**src/rtl/socket_arbiter.sv**
```systemverilog
// ---------------------------------------------------------------------------
// socket_arbiter
//
// Shares one downstream processing socket between N_REQ upstream sockets.
// When the downstream socket is empty and at least one upstream socket holds
// a complete frame, one requester is granted and its read enable is driven
// for exactly MAX_DATA_COUNT consecutive cycles. o_sel steers the data/dv mux
// in front of the shared processing instance.
//
// Build option:
//   SOCKET_ARB_FIXED_PRIO_EN  defined   -> fixed priority, lowest index wins
//                             undefined -> round-robin starting after the
//                                          last granted index (default)
//
// Parameters:
//   N_REQ           number of upstream sockets (1..16)
//   MAX_DATA_COUNT  words per frame (>= 1)
//   SEL_W           select width, max(1, $clog2(N_REQ)) (derived)
//
// Ports:
//   i_clk         clock, all logic on the rising edge
//   i_rst         synchronous active-high reset
//   i_full        bit k set = upstream socket k holds a complete frame
//   i_empty       downstream socket can accept a frame
//   o_rd_en       one-hot read enable to the granted upstream socket
//   o_sel         index of the last granted requester (mux select)
//   o_busy        high while a frame transfer is in progress
//   o_frame_done  one-cycle pulse after the last word of a frame
// ---------------------------------------------------------------------------
module socket_arbiter #(
    parameter  int N_REQ          = 4,
    parameter  int MAX_DATA_COUNT = 4,
    localparam int SEL_W          = (N_REQ > 1) ? $clog2(N_REQ) : 1
) (
    input  logic             i_clk,
    input  logic             i_rst,
    input  logic [N_REQ-1:0] i_full,
    input  logic             i_empty,
    output logic [N_REQ-1:0] o_rd_en,
    output logic [SEL_W-1:0] o_sel,
    output logic             o_busy,
    output logic             o_frame_done
);

    localparam int CNT_W = $clog2(MAX_DATA_COUNT) + 1;

    typedef enum logic [1:0] {
        S_IDLE,
        S_BURST,
        S_DONE
    } state_t;

    state_t             state_q, state_d;
    logic [CNT_W-1:0]   cnt_q, cnt_d;
    logic [SEL_W-1:0]   sel_q, sel_d;
    logic [N_REQ-1:0]   rd_en_q, rd_en_d;
    logic               busy_q, busy_d;
    logic               frame_done_q, frame_done_d;
`ifndef SOCKET_ARB_FIXED_PRIO_EN
    logic [SEL_W-1:0]   last_q, last_d;
`endif

    logic               found;
    logic [SEL_W-1:0]   winner;

    // Winner selection. Round-robin is done as two priority passes: first the
    // requesters above the last grant, then everything from index 0 up. This
    // wraps modulo N_REQ without needing a variable-index rotate.
    always_comb begin
        // NOTE: every variable assigned in a combinational block gets a
        // default first so no path leaves it unassigned (no inferred latch).
        found  = 1'b0;
        winner = '0;
`ifndef SOCKET_ARB_FIXED_PRIO_EN
        for (int k = 0; k < N_REQ; k++) begin
            if (!found && i_full[k] && (k > int'(last_q))) begin
                found  = 1'b1;
                winner = SEL_W'(k);
            end
        end
`endif
        for (int k = 0; k < N_REQ; k++) begin
            if (!found && i_full[k]) begin
                found  = 1'b1;
                winner = SEL_W'(k);
            end
        end
    end

    // Next-state and next-output logic. Outputs are derived from the next
    // state so that the registered outputs line up with the state they
    // describe (o_rd_en is high in exactly the BURST cycles).
    always_comb begin
        state_d = state_q;
        cnt_d   = cnt_q;
        sel_d   = sel_q;
`ifndef SOCKET_ARB_FIXED_PRIO_EN
        last_d  = last_q;
`endif

        case (state_q)
            S_IDLE: begin
                if (i_empty && (|i_full)) begin
                    state_d = S_BURST;
                    sel_d   = winner;
                    cnt_d   = '0;
                end
            end
            S_BURST: begin
                // Inputs are deliberately ignored here: a frame is never cut short.
                if (cnt_q == CNT_W'(MAX_DATA_COUNT - 1)) begin
                    state_d = S_DONE;
`ifndef SOCKET_ARB_FIXED_PRIO_EN
                    last_d  = sel_q;
`endif
                end else begin
                    cnt_d = cnt_q + CNT_W'(1);
                end
            end
            S_DONE: begin
                // One turnaround cycle lets the downstream empty flag settle
                // before the next grant is evaluated.
                state_d = S_IDLE;
            end
            default: begin
                state_d = S_IDLE;
            end
        endcase

        rd_en_d      = (state_d == S_BURST) ? (N_REQ'(1) << sel_d) : '0;
        busy_d       = (state_d != S_IDLE);
        frame_done_d = (state_d == S_DONE);
    end

    // NOTE: sequential state uses non-blocking assignments so every flop
    // samples its _d value from before the edge, independent of statement order.
    always_ff @(posedge i_clk) begin
        if (i_rst) begin
            state_q      <= S_IDLE;
            cnt_q        <= '0;
            sel_q        <= '0;
            rd_en_q      <= '0;
            busy_q       <= 1'b0;
            frame_done_q <= 1'b0;
`ifndef SOCKET_ARB_FIXED_PRIO_EN
            // Highest index as "last" gives index 0 first priority.
            last_q       <= SEL_W'(N_REQ - 1);
`endif
        end else begin
            state_q      <= state_d;
            cnt_q        <= cnt_d;
            sel_q        <= sel_d;
            rd_en_q      <= rd_en_d;
            busy_q       <= busy_d;
            frame_done_q <= frame_done_d;
`ifndef SOCKET_ARB_FIXED_PRIO_EN
            last_q       <= last_d;
`endif
        end
    end

    assign o_rd_en      = rd_en_q;
    assign o_sel        = sel_q;
    assign o_busy       = busy_q;
    assign o_frame_done = frame_done_q;

endmodule

```
**config.mk**
```make
export PLATFORM = sky130hd
export DESIGN_NAME = socket_arbiter
export DESIGN_NICKNAME = d
export VERILOG_FILES = /design/src/rtl/socket_arbiter.sv
export SDC_FILE = /design/constraint.sdc
export NUM_CORES = 1
export LEC_CHECK = 0
export CAP_MARGIN = 20
export CORE_MARGIN = 2
export CORE_UTILIZATION = 40
export CTS_CLUSTER_SIZE = 12
export DETAILED_ROUTE_END_ITERATION = 12
export PLACE_DENSITY = 0.66
export SLEW_MARGIN = 20
export SYNTH_ARGS = -nofsm -noshare
export SYNTH_HDL_FRONTEND = slang
export SYNTH_SLANG_ARGS = --single-unit
```
**constraint.sdc**
```tcl
create_clock -name i_clk -period 2 [get_ports i_clk]
set_input_delay 0.2 -clock i_clk [delete_from_list [all_inputs] [get_ports i_clk]]
set_output_delay 0.2 -clock i_clk [all_outputs]
set_load 0.05 [all_outputs]
```
==> flow_summary.ini, run 1 <==
[run_status]
status = finished, final reports clean

[setup_path]
path_cells = clkdlybuf4s50_1
arrival_ns = 1.54
cp.required_ns = 1.80
critPathBufInv = 1
worstSetupPathType = flip-flop to primary output
setup.worst_path.start_class = flip-flop
rr_endpoint = o_rd_en[1]
rr_worst_depth = 6
reg2reg_from = cnt_q[0]
max_stage_delay_ns = 0.84
crit_family = buffers and inverters
path_max_fanout = 5
r2r_setup_slack_ns = 0.31
slowest_stage = clkdlybuf4s50_1
end_kind = primary output

[clocking]
h-tree-depth = 1
cts_tree = yes
cts_resized = 0
root_buffer = clkbuf_4
cts.sinks = 15
clk_latency_ns = 0.28
holdBufCountCts = 0
postCtsSetupBuffers = 0
numCtsBuffers = 3
clock_path_buffers = 2
cts.reportedPaths.clkPinSlew_ns = 0.09

[place]
placed_area_sq_um = 827
gp_congestion = 0.774
hpwl_um = 925
place_inst = 101
port_buffers = 14

[sta]
setup_violations = 0
rsz0062_at_grt = no
drv_slew = 0
fin_setup_tns_ns = 0
hold_viol = 0
fmax_ghz = 0.575
tightest_slew_ns = 0.512
skew_ns = 0.00513
fin_crit_sh_pct = 87.0
slew_headroom_pct = 65.8
period_needed_ns = 1.74

[drt]
post_drt_via_cell_ratio = 5.26
vias = 552
wl_met2_um = 513
met1_length_um = 650
wl_per_cell_um = 11.8
drt-pass1-iter-count = 3
maxUsedRoutingLayer = met3
route.detailed.drc = 0
drt-initial-drc-count = 4
dr_wl_met3_um = 71
detail-route-antenna-nets = 0
routed_wl_mm = 1.24

[synthesis]
muxShareOfSynthArea_pct = 3.04
avgSynthCellArea_sq_um = 9.29
ys_seq_area_share_pct = 45.5
synth_top_family_by_area = simple AND/OR/NAND/NOR gates
yosys.area_share.adder_pct = 3.80
syn_nets = 80
synth-compound-area-share_pct = 18.0
synth-simple-area-share_pct = 27.3
ys_seq_elements = 15
yosys.cell_types.count = 27
synthXorXnorAreaFrac_pct = 0
syn_inst = 71
syn_area_sq_um = 659
ys_warn_count = 0

[global_route]
grt_pass1_wl_mm = 2.17
gr-total-overflow = 0
grt_pass1_vias = 494
grt_antenna_before_repair = 0
track_usage_pct = 14.9
grt_max_degree = 11

[die]
ioPinCount = 15
start_util_pct = 43.3
core_sq_um = 1520
die_area_sq_um = 1990
rows = 14
dieWidth_um = 44.6
die_h_um = 44.6

[layout]
syn_to_final_growth_pct = 29.4
nets = 99
multi_input_area_sq_um = 344
n_antenna_cell = 0
final_design_area_no_fill_sq_um = 853
fin_cells = 105
fillerInstances = 146
drive_gt1_share_pct = 11.2
seq_area_sq_um = 300

[min_path]
hold_end = cnt_q[1]
hold_path_depth = 2
min_from = cnt_q[1]
hold_class = flip-flop to flip-flop

[power]
ir_drop_mv = 0.355
power_leakage_nw = 0.328
powerDensity_nw_per_um2 = 713

[job]
max_cap_violations = 0
==> stage by stage <==
step	power, mW	setup WS [ns]	hold WS, ns	utilization [%]
2_1_floorplan	0.403	0.286	0.273	-
3_3_place_gp	0.448	0.153	0.479	54.3
3_5_place_dp	0.448	0.130	0.468	54.3
4_1_cts	0.617	0.259	0.482	56.0
5_1_grt	0.645	0.195	0.521	56.0
6_report	0.608	0.260	0.482	56.0
==> sequential cells by signal, indices dropped and copies added (netlist names) <==
| register | count |
|---|---|
| cnt_q | 3 |
| o_busy | 1 |
| o_sel | 2 |
| o_rd_en | 4 |
| last_q | 2 |
| o_frame_done | 1 |
| state_q | 2 |
==> routing by layer <==
layer,GRT usage (%),vias to the layer above
met3,6.94,0
met5,0,-
met2,21.4,13
met1,20.1,248
met4,3.64,0
li1,-,291
==> worst min-delay path: cells and delay by family (launching register included) <==
| kind | cells | cell delay (ns) |
|---|---|---|
| and+or+nand+nor | 1 | 0.06 |
| DFF | 1 | 0.32 |
| AOI/OAI and AO/OA | 1 | 0.06 |
==> report_power, final <==
part           internal (mW)  switching [mW]  total, mW
Combinational         0.0505          0.0722      0.123
Clock                 0.0773          0.0897      0.167
Sequential             0.311         0.00718      0.319
==> cells in the mapped netlist, drive strengths merged <==
cell type / count / area share (%)
or3: 1 / 0.95
nand3b: 2 / 2.3
nand2b: 4 / 3.8
nor2: 10 / 5.7
o22a: 1 / 1.3
inv: 2 / 1.1
dfxtp: 15 / 46
ha: 2 / 3.8
nand3: 4 / 4.6
a31o: 1 / 1.3
a2bb2oi: 1 / 1.3
o31a: 1 / 1.3
and3: 1 / 1.7
mux2i: 2 / 3.0
a21o: 1 / 1.1
a21oi: 4 / 3.0
or3b: 1 / 1.3
clkbuf: 2 / 1.1
or4: 1 / 1.7
nor3b: 1 / 1.1
nand2: 4 / 2.3
a31oi: 5 / 4.7
nor2b: 2 / 1.9
a211oi: 2 / 3.0
o21ai: 1 / 0.76
==> kinds of logic after synthesis <==
| kind of cell | count (synthesis) |
|---|---|
| buffers and inverters | 4 |
| adders and majority gates | 2 |
| and+or+nand+nor | 31 |
| muxes | 2 |
| DFF | 15 |
| AOI/OAI and AO/OA | 17 |
==> how the worst max path moves through the flow <==
stage	from	end	slack [ns]	cells after the start
CTS	o_sel[1]	o_sel[1]	0.26	1
global placement	i_full[1]	o_rd_en[3]	0.15	5
global route	cnt_q[0]	o_rd_en[1]	0.20	6
finish	o_sel[1]	o_sel[1]	0.26	1
floorplan	cnt_q[0]	o_rd_en[0]	0.29	7
detailed placement	i_full[1]	o_rd_en[3]	0.13	5
==> area by class of cell <==
cell class | instances | share of cell area [%]
multi-input cells | 52 | 40.3
flip-flops and latches | 15 | 35.2
repair buffers | 16 | 18.2
clock buffers | 4 | 3.08
well taps | 16 | 2.35
inverters | 2 | 0.880
==> placed cells by master (no fill, tap or decap), types with 2 or more instances in the layout <==
| master | n |
|---|---|
| a31oi_1 | 5 |
| buf_4 | 2 |
| nor2b_1 | 2 |
| nand3_2 | 2 |
| nand3_1 | 2 |
| nand3b_1 | 2 |
| nand2b_1 | 4 |
| dfxtp_1 | 15 |
| nor2_1 | 10 |
| a21oi_1 | 4 |
| ha_1 | 2 |
| nand2_1 | 4 |
| mux2i_1 | 2 |
| clkbuf_4 | 3 |
| inv_1 | 2 |
| clkdlybuf4s50_1 | 14 |
Power figures use the tool's default switching activity.
==> run 2: changes to the inputs <==
--- a/config.mk
+++ b/config.mk
@@ -8,7 +8,6 @@
 export CAP_MARGIN = 20
 export CORE_MARGIN = 2
 export CORE_UTILIZATION = 40
-export CTS_CLUSTER_SIZE = 12
 export DETAILED_ROUTE_END_ITERATION = 12
 export PLACE_DENSITY = 0.66
 export SLEW_MARGIN = 20
==> results of run 2 <==
Same layout as run 1: the final DEF is identical, and so are final timing and power.
